--- src/rtl/receiver.sv ---
// UART receive path: 16x oversampled 8-bit deframer feeding an 8-entry FIFO.
// Define RECEIVER_PARITY_EN to insert an even-parity bit between data and stop.
module receiver (
    input  logic       i_clk,
    input  logic       i_rst,
    input  logic       i_baud,
    input  logic       i_rx,
    input  logic       i_read,
    output logic [7:0] o_D,
    output logic       o_valid,
    output logic       o_full,
    output logic       o_overrun,
    output logic       o_frame_err,
    output logic       o_parity_err
);

    localparam logic [2:0] IDLE   = 3'd0;
    localparam logic [2:0] START  = 3'd1;
    localparam logic [2:0] DATA   = 3'd2;
`ifdef RECEIVER_PARITY_EN
    localparam logic [2:0] PARITY = 3'd3;
`endif
    localparam logic [2:0] STOP   = 3'd4;

    logic [2:0] state;
    logic       sync1, rx_s;
    logic [3:0] cnt;
    logic [2:0] bcnt;
    logic [7:0] sh;
    logic [7:0] mem [8];
    logic [2:0] wr_ptr, rd_ptr;
    logic [3:0] count;
    logic       stop_tick, par_bad, push_req, push, pop;

    assign stop_tick = (state == STOP) && i_baud && (cnt == 4'd15);

`ifdef RECEIVER_PARITY_EN
    logic par;
    // Even parity: data bits plus parity bit must XOR to zero.
    assign par_bad = ^{sh, par};
`else
    assign par_bad = 1'b0;
`endif

    assign push_req = stop_tick && rx_s && !par_bad;
    assign pop      = i_read && (count != 4'd0);
    // A pop on the same edge frees the slot, so a full FIFO still accepts.
    assign push     = push_req && ((count != 4'd8) || pop);

    always_ff @(posedge i_clk or negedge i_rst) begin
        if (!i_rst) begin
            sync1 <= 1'b1;
            rx_s  <= 1'b1;
        end else begin
            sync1 <= i_rx;
            rx_s  <= sync1;
        end
    end

    always_ff @(posedge i_clk or negedge i_rst) begin
        if (!i_rst) begin
            state <= IDLE;
            cnt   <= 4'd0;
            bcnt  <= 3'd0;
            sh    <= 8'd0;
`ifdef RECEIVER_PARITY_EN
            par   <= 1'b0;
`endif
        end else begin
            case (state)
                IDLE: begin
                    if (!rx_s) begin
                        state <= START;
                        cnt   <= 4'd0;
                    end
                end
                START: begin
                    if (i_baud) begin
                        if (cnt == 4'd7) begin
                            cnt <= 4'd0;
                            if (!rx_s) begin
                                state <= DATA;
                                bcnt  <= 3'd0;
                            end else begin
                                state <= IDLE;
                            end
                        end else begin
                            cnt <= cnt + 4'd1;
                        end
                    end
                end
                DATA: begin
                    if (i_baud) begin
                        cnt <= cnt + 4'd1;
                        if (cnt == 4'd15) begin
                            sh   <= {rx_s, sh[7:1]};
                            bcnt <= bcnt + 3'd1;
                            if (bcnt == 3'd7) begin
                                cnt <= 4'd0;
`ifdef RECEIVER_PARITY_EN
                                state <= PARITY;
`else
                                state <= STOP;
`endif
                            end
                        end
                    end
                end
`ifdef RECEIVER_PARITY_EN
                PARITY: begin
                    if (i_baud) begin
                        if (cnt == 4'd15) begin
                            par   <= rx_s;
                            state <= STOP;
                            cnt   <= 4'd0;
                        end else begin
                            cnt <= cnt + 4'd1;
                        end
                    end
                end
`endif
                STOP: begin
                    if (i_baud) begin
                        if (cnt == 4'd15) begin
                            state <= IDLE;
                            cnt   <= 4'd0;
                        end else begin
                            cnt <= cnt + 4'd1;
                        end
                    end
                end
                default: begin
                    state <= IDLE;
                    cnt   <= 4'd0;
                end
            endcase
        end
    end

    always_ff @(posedge i_clk or negedge i_rst) begin
        if (!i_rst) begin
            o_frame_err <= 1'b0;
            o_overrun   <= 1'b0;
        end else begin
            o_frame_err <= stop_tick && !rx_s;
            o_overrun   <= push_req && (count == 4'd8) && !pop;
        end
    end

`ifdef RECEIVER_PARITY_EN
    // Frame error wins: parity is only reported when the stop bit is good.
    always_ff @(posedge i_clk or negedge i_rst) begin
        if (!i_rst) o_parity_err <= 1'b0;
        else        o_parity_err <= stop_tick && rx_s && par_bad;
    end
`else
    assign o_parity_err = 1'b0;
`endif

    always_ff @(posedge i_clk or negedge i_rst) begin
        if (!i_rst) begin
            for (int i = 0; i < 8; i++) mem[i] <= 8'd0;
            wr_ptr <= 3'd0;
            rd_ptr <= 3'd0;
            count  <= 4'd0;
        end else begin
            if (push) begin
                mem[wr_ptr] <= sh;
                wr_ptr      <= wr_ptr + 3'd1;
            end
            if (pop) rd_ptr <= rd_ptr + 3'd1;
            case ({push, pop})
                2'b10:   count <= count + 4'd1;
                2'b01:   count <= count - 4'd1;
                default: count <= count;
            endcase
        end
    end

    assign o_D     = mem[rd_ptr];
    assign o_valid = (count != 4'd0);
    assign o_full  = (count == 4'd8);

endmodule

--- config.mk ---
export PLATFORM = sky130hd
export DESIGN_NAME = receiver
export DESIGN_NICKNAME = d
export VERILOG_FILES = /design/src/rtl/receiver.sv
export SDC_FILE = /design/constraint.sdc
export NUM_CORES = 1
export LEC_CHECK = 0
export BUFFER_PORTS_ARGS = -buffer_cell sky130_fd_sc_hd__buf_2
export CAP_MARGIN = 0
export CORE_UTILIZATION = 60
export DETAILED_ROUTE_END_ITERATION = 10
export PLACE_DENSITY = 0.78
export RECOVER_POWER = 25
export SYNTH_ARGS = -nofsm -noshare
export SYNTH_HDL_FRONTEND = slang
export SYNTH_SLANG_ARGS = --single-unit
--- constraint.sdc ---
create_clock -name i_clk -period 5.85 [get_ports i_clk]
set_input_delay 0.2925 -clock i_clk [delete_from_list [all_inputs] [get_ports i_clk]]
set_output_delay 0.2925 -clock i_clk [all_outputs]
set_load 0.02 [all_outputs]
==> results.json <==
{
  "fillers": 505,
  "tritoncts.num_buffers": 9,
  "synth_top_area_cell": "dfrtp_1",
  "reg2reg_depth": 10,
  "grt_pass1_vias": 2580,
  "synth_nets": 336,
  "clkLatencyLatePin_ps": 360,
  "tritoncts": "done",
  "syn_to_final_growth_pct": 7.80,
  "hpwl_um": 5400,
  "worstHoldPathCells": 1,
  "cts_buffer_depth": 2,
  "overflow": 0,
  "p_seq_share_pct": 52.8,
  "final_common_cell": "dfrtp_1",
  "tns_ps": 0,
  "post_cts_buffers": 0,
  "synthXorXnorAreaFrac_pct": 1.90,
  "synth_mux_area_share_pct": 28.4,
  "postSynthCellCount": 323,
  "slew_viol_final": 73,
  "worstSetupPathType": "in -> async",
  "required_ps": 5990,
  "grt_pass1_wl_um": 13200,
  "drt_iter0_markers": 141,
  "power_switching_mw": 0.507,
  "synth_top_family_by_area": "multiplexers",
  "cp-end-kind": "asynchronous set/reset pin",
  "cts.sinks": 96,
  "post_drt_via_cell_ratio": 5.97,
  "swShare_pct": 32.2,
  "irDropWorstVdd_mv": 0.163,
  "finalHoldViolations": 0,
  "failed_checks": "capacitance limit, slew limit",
  "io_pins": 18,
  "final_cell_mix": "dfrtp_1, mux2_2, mux4_2, buf_2, nand2_1",
  "min_period_ps": 3100,
  "antenna_cells_inserted": 0,
  "p_comb_share_pct": 19.3,
  "totalWireLength_um": 8190,
  "crit_slowest_cell": "clkbuf_2",
  "root_buffer": "clkbuf_8",
  "path_clk_slew_ps": 90,
  "fin_crit_sh_pct": 53.0,
  "grt_usage_pct": 23.1,
  "yosys-top-cells-area": "dfrtp_1, mux2_2, mux4_2, ha_1, nor4_4",
  "ant_nets": 0,
  "firstDrtPassIters": 4,
  "die_area_um2": 8030,
  "finClkSkew_ps": 15.7,
  "ys_types": 46,
  "cts_resized": 0,
  "setup_viol": 0,
  "yosys.area_share.simple_pct": 9.59,
  "grt_max_degree": 73,
  "cap_viol_max_count": 1,
  "portBuffers": 16,
  "grt_antenna_before_repair": 0,
  "hold_class": "in -> reg",
  "drt_drc_violations_left": 0,
  "final_util_pct": 67.7,
  "p_leak_nw": 2.29,
  "status": "complete, but fails checks",
  "ys_seq_area_share_pct": 52.2,
  "cp_max_fo": 72,
  "start_kind": "primary input",
  "crit_arrival_ps": 3240,
  "clockPowerShare_pct": 27.9,
  "ys_ff_latch": 96,
  "p_int_mw": 1.07,
  "rsz0062_at_grt": "false",
  "routedWlPerCell_um": 18.5,
  "place_congestion": 0.802,
  "syn-cell-area_um2": 4600,
  "yosys_warnings": 0,
  "num_vias": 2640,
  "power.density_nw_per_um2": 317,
  "fmax_mhz": 322,
  "worstMarginPinSlew_ps": 1740,
  "die_w_um": 89.6,
  "syn_avg_cell_area_um2": 14.3,
  "layout-drive-gt1-share_pct": 40.8,
  "htree_levels": 3,
  "path_cells": "dlygate4sd3_1 > clkbuf_1 > clkbuf_2",
  "synthAdderAreaFrac_pct": 2.17,
  "rows": 31,
  "initial_core_util_pct": 62.8,
  "synth-compound-area-share_pct": 3.83,
  "fin_nets": 351,
  "yosys.area.top_type_share_pct": 51.1,
  "fp.dieH_um": 89.6,
  "core-area_um2": 7330,
  "slew_headroom_pct": -16.0,
  "max_stage_delay_ps": 1430
}
[registers in the layout (all words and copies together) (netlist names)]
| register | flops |
|---|---|
| cnt | 4 |
| count | 4 |
| wr_ptr | 3 |
| o_frame_err | 1 |
| state | 3 |
| sync1 | 1 |
| bcnt | 3 |
| sh | 8 |
| rd_ptr | 3 |
| rx_s | 1 |
| o_overrun | 1 |
| mem | 64 |
[per-stage QoR]
step / std cells / hold slack [ps] / total power [mW] / setup WS, ps / area (µm²)
finish: 442 / 32.6 / 1.57 / 2750 / 4960
global route: 442 / 13.9 / 1.66 / 2110 / 4960
CTS: 442 / 19.7 / 1.59 / 3050 / 4970
detailed placement: 425 / 212 / 1.15 / 3060 / 4760
global placement: 425 / 206 / 1.14 / 3150 / 4760
floorplan: 323 / -3.09 / 1.06 / 3260 / 4600
[power groups by stage]
stage	Clock [mW]	Combinational (mW)	Sequential [mW]
floorplan	0	0.309	0.754
global placement	0	0.300	0.836
detailed placement	0	0.308	0.841
CTS	0.447	0.310	0.828
global route	0.473	0.342	0.843
finish	0.440	0.304	0.830
[what timing repair did]
| item | CTS | global route |
|---|---|---|
| endpoints found under the hold margin | 22 | 0 |
| hold buffers | 1 | 0 |
| endpoints found under the setup margin | 0 | 0 |
[area by class of cell]
| cell class | instances | area (µm²) | area share (%) |
|---|---|---|---|
| Multi-Input combinational cell | 207 | 2110 | 42.6 |
| Timing Repair Buffer | 19 | 98.8 | 1.99 |
| Inverter | 5 | 18.8 | 0.378 |
| Clock buffer | 10 | 128 | 2.57 |
| Clock inverter | 6 | 73.8 | 1.49 |
| Sequential cell | 96 | 2400 | 48.5 |
| Tap cell | 99 | 124 | 2.50 |
[synthesized netlist by cell type (all sizes together)]
| cell type | number |
|---|---|
| nand2b | 5 |
| conb | 1 |
| o21ai | 10 |
| nand2 | 10 |
| ha | 8 |
| dfstp | 2 |
| nand3b | 3 |
| or4b | 1 |
| a21oi | 8 |
| nand4 | 3 |
| or3 | 2 |
| or4 | 1 |
| a41oi | 1 |
| inv | 5 |
| clkbuf | 6 |
| nor2b | 2 |
| o21a | 1 |
| a32oi | 1 |
| xor2 | 5 |
| or2 | 1 |
| nor4b | 2 |
| xnor2 | 5 |
| dfrtp | 94 |
| a211oi | 1 |
| nor3b | 2 |
| nor2 | 10 |
| nor4 | 5 |
| buf | 9 |
| mux4 | 16 |
| nor3 | 6 |
| mux2 | 83 |
| mux2i | 1 |
| and3 | 1 |
| o22ai | 3 |
| nand3 | 5 |
| o31ai | 3 |
| a22o | 1 |
[critical path, delay by kind of cell]
kind	cells	cell delay, ps
buffers and inverters	3	2910
[routing by layer]
layer  vias to the layer above  GRT usage [%]  part of all wire (%)
met1                      1366           33.0                    48
met2                        33           35.6                    48
li1                       1227              -                     -
met5                         -              0                     0
met3                        14           3.29                   2.4
met4                         0           10.1                   1.6
[worst paths after layout]
path                            slack, ps     start  endpoint
min in group asynchronous             750     i_rst  state[0]
worst min register to register        360     sync1      rx_s
worst min-delay path                   30      i_rx     sync1
worst max register to register       3060  count[1]  count[2]
max in group i_clk                   3060  count[1]  count[2]
worst max-delay path                 2750     i_rst   mem[14]
[kinds of logic (layout without fill, tap and decap cells)]
kind of cell / count (synthesis) / count (layout)
AOI/OAI and AO/OA: 29 / 29
xor gates and xnor gates: 10 / 10
adders and majority gates: 8 / 8
buffers and inverters: 20 / 40
DFF: 96 / 96
muxes: 100 / 100
other: 1 / 1
and+or+nand+nor: 59 / 59
Note: power is estimated with default switching activity, not from simulation.
